**src/rtl/imm_encode.sv**
```systemverilog
// Immediate encoder: packs a 32-bit signed value into the 23-bit instruction
// immediate field and selects the sign-extension format the decoder will apply.
module imm_encode #(
  parameter int unsigned CNT_W = 16
) (
  input  logic             clk,
  input  logic             rst_n,
  input  logic             in_valid,
  output logic             in_ready,
  input  logic [31:0]      in_value,
  input  logic             in_auto,
  input  logic [1:0]       in_fmt,
  output logic             out_valid,
  input  logic             out_ready,
  output logic [22:0]      out_imm,
  output logic [1:0]       out_fmt,
  output logic             out_err,
  output logic [CNT_W-1:0] err_cnt,
  input  logic             err_clr
);

  typedef enum logic [1:0] {
    EXT16 = 2'b00,
    EXT17 = 2'b01,
    EXT22 = 2'b10,
    EXT23 = 2'b11
  } fmt_e;

  logic        s1_valid;
  logic [22:0] s1_value;
  logic [3:0]  s1_fit;
  logic        s1_auto;
  logic [1:0]  s1_fmt;

  logic        s1_adv;
  logic        s2_adv;
  logic [3:0]  fit;

  fmt_e        sel_fmt;
  logic [22:0] sel_mask;
  logic        sel_fit;
  logic [22:0] sel_imm;

  // Value fits width N when bits [31:N-1] are all copies of the sign bit.
  always_comb begin
    fit[0] = (&in_value[31:15]) | ~(|in_value[31:15]);
    fit[1] = (&in_value[31:16]) | ~(|in_value[31:16]);
    fit[2] = (&in_value[31:21]) | ~(|in_value[31:21]);
    fit[3] = (&in_value[31:22]) | ~(|in_value[31:22]);
  end

  always_comb begin
    s2_adv   = !out_valid || out_ready;
    s1_adv   = !s1_valid || s2_adv;
    in_ready = s1_adv;
  end

  always_ff @(posedge clk or negedge rst_n) begin
    if (!rst_n) begin
      s1_valid <= 1'b0;
      s1_value <= '0;
      s1_fit   <= '0;
      s1_auto  <= 1'b0;
      s1_fmt   <= '0;
    end else if (s1_adv) begin
      s1_valid <= in_valid;
      if (in_valid) begin
        s1_value <= in_value[22:0];
        s1_fit   <= fit;
        s1_auto  <= in_auto;
        s1_fmt   <= in_fmt;
      end
    end
  end

  // In auto mode with no fitting format, EXT23 is chosen and its fit bit is
  // 0, so the error falls out of the same !fit test used in explicit mode.
  always_comb begin
    sel_fmt  = fmt_e'(s1_fmt);
    sel_mask = '0;
    sel_fit  = 1'b0;
    if (s1_auto) begin
      if (s1_fit[0])      sel_fmt = EXT16;
      else if (s1_fit[1]) sel_fmt = EXT17;
      else if (s1_fit[2]) sel_fmt = EXT22;
      else                sel_fmt = EXT23;
    end
    case (sel_fmt)
      EXT16: begin sel_mask = 23'h00FFFF; sel_fit = s1_fit[0]; end
      EXT17: begin sel_mask = 23'h01FFFF; sel_fit = s1_fit[1]; end
      EXT22: begin sel_mask = 23'h3FFFFF; sel_fit = s1_fit[2]; end
      EXT23: begin sel_mask = 23'h7FFFFF; sel_fit = s1_fit[3]; end
      default: begin sel_mask = '0; sel_fit = 1'b0; end
    endcase
    sel_imm = s1_value & sel_mask;
  end

  always_ff @(posedge clk or negedge rst_n) begin
    if (!rst_n) begin
      out_valid <= 1'b0;
      out_imm   <= '0;
      out_fmt   <= '0;
      out_err   <= 1'b0;
    end else if (s2_adv) begin
      out_valid <= s1_valid;
      if (s1_valid) begin
        out_imm <= sel_imm;
        out_fmt <= sel_fmt;
        out_err <= !sel_fit;
      end
    end
  end

  always_ff @(posedge clk or negedge rst_n) begin
    if (!rst_n) begin
      err_cnt <= '0;
    end else if (err_clr) begin
      err_cnt <= '0;
    end else if (out_valid && out_ready && out_err && (err_cnt != '1)) begin
      err_cnt <= err_cnt + 1'b1;
    end
  end

endmodule
```
**config.mk**
```make
export PLATFORM = sky130hd
export DESIGN_NAME = imm_encode
export DESIGN_NICKNAME = d
export VERILOG_FILES = /design/src/rtl/imm_encode.sv
export SDC_FILE = /design/constraint.sdc
export NUM_CORES = 1
export LEC_CHECK = 0
export ABC_CLOCK_PERIOD_IN_PS = 3300
export BUFFER_PORTS_ARGS = -buffer_cell sky130_fd_sc_hd__clkbuf_2
export CAP_MARGIN = 0
export CORE_ASPECT_RATIO = 1.2
export CORE_MARGIN = 3
export CORE_UTILIZATION = 31
export DETAILED_ROUTE_END_ITERATION = 6
export HOLD_SLACK_MARGIN = 0.03
export PLACE_DENSITY_LB_ADDON = 0.12
export REMOVE_ABC_BUFFERS = 1
export SETUP_SLACK_MARGIN = 0.2
export SYNTH_ARGS = -nofsm -noshare
export SYNTH_HDL_FRONTEND = slang
export SYNTH_SLANG_ARGS = --single-unit
```
**constraint.sdc**
```tcl
create_clock -name clk -period 3.3 [get_ports clk]
set_input_delay 0.33 -clock clk [delete_from_list [all_inputs] [get_ports clk]]
set_output_delay 0.33 -clock clk [all_outputs]
set_load 0.01 [all_outputs]
```
Word-level counts from Yosys, hierarchy flattened

Cells that the tools add are included.

Register bits after elaboration: 74
Logic and storage cells: 52

$add $sub $neg: 1
Equality and inequality tests: 4
Multiplexer cells: 8
Bitwise operators: 9
Reduce and logical (&&, ||, !) cells: 20

Operators with widths:

| cell                                                            | count |
|---|---|
| 23-bit case mux with 4 select lines                             | 1 |
| 16-bit 2-to-1 mux                                               | 2 |
| 23-bit AND                                                      | 1 |
| 17-bit AND reduction                                            | 1 |
| 17-bit OR reduction                                             | 1 |
| 16-bit by 1-bit adder with 16-bit output, second input constant | 1 |
| 16-bit != test, second input constant                           | 1 |
| 16-bit AND reduction                                            | 1 |
| 16-bit OR reduction                                             | 1 |
| 11-bit AND reduction                                            | 1 |
| 11-bit OR reduction                                             | 1 |
| 10-bit AND reduction                                            | 1 |
| 10-bit OR reduction                                             | 1 |
| 2-bit 2-to-1 mux                                                | 3 |
| 2-bit == test, second input constant                            | 2 |
| 1-bit inverter                                                  | 4 |
| 1-bit bitwise OR                                                | 4 |
| 1-bit case mux with 4 select lines                              | 1 |
| 2-bit AND reduction                                             | 2 |
| 1-bit logical AND                                               | 3 |
| 1-bit logical NOT                                               | 3 |
| 2-bit by 1-bit == test with 1-bit output, second input constant | 1 |
| 2-bit logical NOT                                               | 1 |
| 1-bit logical OR                                                | 2 |
| other kinds (2)                                                 | 2 |

Depth between registers and ports, before layout

Depth after elaboration: 7
Mapped depth: 6

Worst setup path after synthesis

No wires, ideal clock.

Path type: register to register
Start: register err_cnt[0]
End: register err_cnt[10]
Library setup time: 0.094 ns
Data arrival time: 1.700 ns
Setup slack: 1.506 ns
Stages on the path, launching flop included: 6
Path buffers: 0
Path through: dfrtp_1 > ha_1 > nand4_1 > nor3_1 > a31oi_1 > a211oi_1

Cells in the longest elaborated chain, start to end: 3
Elaborated cells on any way between the ends: 6

RTL lines:

| element                                                                    | RTL line | text |
|---|---|---|
| start: declaration                                                         | 18       | `output logic [CNT_W-1:0] err_cnt,` |
| start signal: assignment                                                   | 120      | `err_cnt <= err_cnt + 1'b1;` |
| 16-bit by 1-bit adder with 16-bit output or 16-bit != test (tied branches) | 120, 119 |  |
| 16-bit 2-to-1 mux or 1-bit logical AND (tied branches)                     | 119      | `end else if (out_valid && out_ready && out_err && (err_cnt != '1)) begin` |
| 16-bit 2-to-1 mux or 2-bit nonzero test (tied branches)                    | -        |  |

Several ways; a longest one is shown, not always the timed one. The select of a mux whose other input is x is not followed.
A chain may end at the register's enable or synchronous reset.

Worst setup path after layout

Start: register err_cnt[0]
End: register err_cnt[6]

The elaborated chain is that of the path after synthesis.

==> summary.md <==
| Metric | Value |
|---|---|
| Crit path kind | reg -> reg |
| CP max FO | 15 |
| # rows | 40 |
| Final clock skew | around 0.0057 ns |
| Final WL | 7790 µm |
| Hold_buf cts | 0 |
| XOR/XNOR Fraction of Synth Area | 0% |
| Post-CTS Setup Bufs | 0 |
| Tot GR Track Use | between 10% and 20% |
| Die height | between 100 and 150 µm |
| Final Cell Area | 0.00412 mm² |
| Placed Area | 0.00384 mm² |
| Full die area | about 0.012 mm² |
| Startpoint types | flip-flop |
| Ant diodes | 0 |
| Compound-Gate Fraction of Synth Area | 7.78% |
| # DRC | 0 |
| Core Box Area | 0.0102 mm² |
| Endpoints failing setup | 0 |
| First-pass GRT wire length | 13,000 µm |
| Area delta synth->final | 24.4% |
| Initial DRT Pass Iterations | 4 |
| Critical Path RT | 3.51 ns |
| Crit path from | err_cnt[0]$_DFFE_PN0P_ |
| Clock transition at path regs | 0.05 ns |
| Die Wd | about 100 µm |
| Final worst-path cycle share | 67.8% |
| Share of layout cells above drive strength 1 | about 34% |
| Cells after DPL | between 500 and 600 |
| Netlist cell types | 43 |
| Setup tns final | 0 ns |
| Initial Utilization | 32.4% |
| Clock H-tree levels | 3 |
| Pwr/cell area | 585 mW/mm² |
| Synth warn | 0 |
| Simple logic cell fraction of the synthesized area | between 20% and 30% |
| Yosys reg bits | between 70 and 80 |
| Mapped Area | 0.00331 mm² |
| Fmax | 447 MHz |
| Final Hold Vio Count | 0 |
| Largest family of logic cells by synthesized area | simple AND/OR/NAND/NOR gates |
| Sequential-to-total area share from yosys stat | 55.9% |
| Final Max Tran Viols | 0 |
| Synth Area in Adders | less than 1% |
| IO Count | 84 |
| Detailed-route wire length per cell | roughly 15 µm |
| Cell count after synthesis | 317 |
| Max-cap violation count | 0 |
| Worst EP arrival | roughly 2.5 ns |
| Leak Pwr | 1.94 nW |
| Num CTS Buffers | 9 |
| Syn Area/Cell | 10.4 µm² |
| Largest net degree at the start of global routing | 75 |
| CTS tree | yes |
| Overflow after GRT | 0 |
| R2R Path Start | err_cnt[0]$_DFFE_PN0P_ |
| Hpwl dp | 5230 µm |
| Clk Tree Root Cell | clkbuf_16 |
| Finished Layout Cells | ~530 |
| Via-per-instance ratio | around 4.9 |
| VDD IR-drop max | 0.000260 V |
| Worst-Margin Slew | 0.999 ns |
| Worst skew pair latency | 0.33 ns |
| CTS Sinks | 74 |
| Port bufs | 83 |
| Worst Hold Class | in -> async |
| Total Power | around 2.4 mW |
| Routability Congestion | 0.787 |
| Unrepaired setup endpoints after global routing | no |
| Via count | 2,601 |
| Post-synthesis mux area share | a little under an eighth |
| 1st-iter DRT viols | 84 |
| Final min period | between 2 and 2.5 ns |
| Crit. End Element | flip-flop |
| Status | finished, final reports clean |
| Vias in the first global route | 2,557 |
| Clock buffer depth | 2 |
| Slew headroom | 33.4% |
| Final core occ | 40.4% |
| Final net count | 440 |
| Initial antenna violation count | 0 |
| Post-route ant nets | 0 |
| Post_cts resized | 0 |
-- path summary, 6_finish.rpt --
kind | to | depth (start not counted) | slack, ns
min | err_cnt[4]$_DFFE_PN0P_ | 1 | 0.16
max in group asynchronous | s1_value[16]$_DFFE_PN0P_ | 1 | 2.53
min in group clk | s1_valid$_DFFE_PN0N_ | 2 | 0.21
max reg2reg | err_cnt[6]$_DFFE_PN0P_ | 5 | 1.06
min reg2reg | out_imm[14]$_DFFE_PN0P_ | 2 | 0.46
max | err_cnt[6]$_DFFE_PN0P_ | 5 | 1.06
-- cell usage after synthesis --
master	instances	area share [%]
buf_4	1	0.23
and3_1	1	0.19
nand3_1	7	1.1
nor4b_1	1	0.26
or3_1	3	0.57
buf_1	1	0.11
nor3_1	8	1.2
and2_1	1	0.19
a41o_1	1	0.30
mux2_2	30	10
a22oi_1	1	0.23
a21oi_1	13	2.0
and4_1	1	0.26
nand3_2	2	0.60
nand2_1	73	8.3
nor2b_1	4	0.76
or4_4	1	0.34
ha_1	1	0.38
nor4_4	1	0.64
o22ai_1	1	0.19
nand2b_1	4	0.76
nor4_1	7	1.3
or4_1	7	1.6
or4_2	1	0.26
buf_2	3	0.45
or3b_2	1	0.26
dlygate4sd1_1	1	0.26
a31oi_1	2	0.38
o21ai_1	1	0.15
mux2i_1	4	1.2
a211o_1	1	0.26
o31ai_1	3	0.68
nor2_1	12	1.4
a22o_1	1	0.26
nand4_1	11	2.1
dfrtp_1	74	56
a211oi_1	1	0.23
o21ai_0	17	2.6
o211a_1	1	0.30
nand3b_1	1	0.23
o41ai_1	1	0.26
clkbuf_1	8	0.91
inv_1	3	0.34
-- worst max-delay path, stage by stage (launching register included) --
cell and delay, ns:
dfrtp_1 0.45, ha_1 0.24, nand4_1 0.29, nor4_4 0.71, nor4b_1 0.13, mux2_2 0.30
-- cells in the final DEF (no fill, tap or decap), types with 7 or more instances in the layout --
cell / count
nor2_1: 12
o21ai_0: 17
nand3_1: 7
clkbuf_16: 9
mux2_2: 30
or4_1: 7
nor3_1: 8
nand2_1: 73
nand4_1: 11
clkbuf_2: 82
dfrtp_1: 74
nor4_1: 7
a21oi_1: 13
-- through the flow --
stage / hold slack, ns / worst slack [ns]
2_1_floorplan: 0.0344 / 1.35
3_3_place_gp: 0.441 / 1.15
3_5_place_dp: 0.445 / 1.09
4_1_cts: 0.198 / 1.09
5_1_grt: 0.219 / 0.870
6_report: 0.160 / 1.06
-- state kept, by name, indices dropped and copies added, names as in the netlist --
signal,cells
out_fmt,2
s1_auto,1
out_valid,1
s1_fit,4
s1_fmt,2
err_cnt,16
s1_value,23
out_imm,23
out_err,1
s1_valid,1
-- cell families after synthesis --
kind of cell,count (synthesis)
muxes,34
DFF,74
buffers and inverters,17
adders and majority gates,1
and+or+nand+nor,147
AOI/OAI and AO/OA,44
-- power by group --
part	switching [mW]	internal, mW
registers	0.0757	1.03
logic	0.204	0.159
clock network	0.368	0.575
total	0.648	1.76
-- final cells by class --
class,instances,area (µm²)
repair buffers,85,433
clock inverters,5,57.6
fillers,1060,6090
inverters,3,11.3
multi-input cells,226,1380
well taps,126,158
clock buffers,9,225
flip-flops and latches,74,1850
-- per-layer routing --
layer | share of wire (%) | vias up | global-route usage, %
li1 | - | 1292 | -
met1 | 44 | 1234 | 17.8
met2 | 48 | 69 | 21.9
met3 | 6.2 | 6 | 3.98
met4 | 1.4 | 0 | 5.31
met5 | 0 | - | 0
Power figures use the tool's default switching activity.
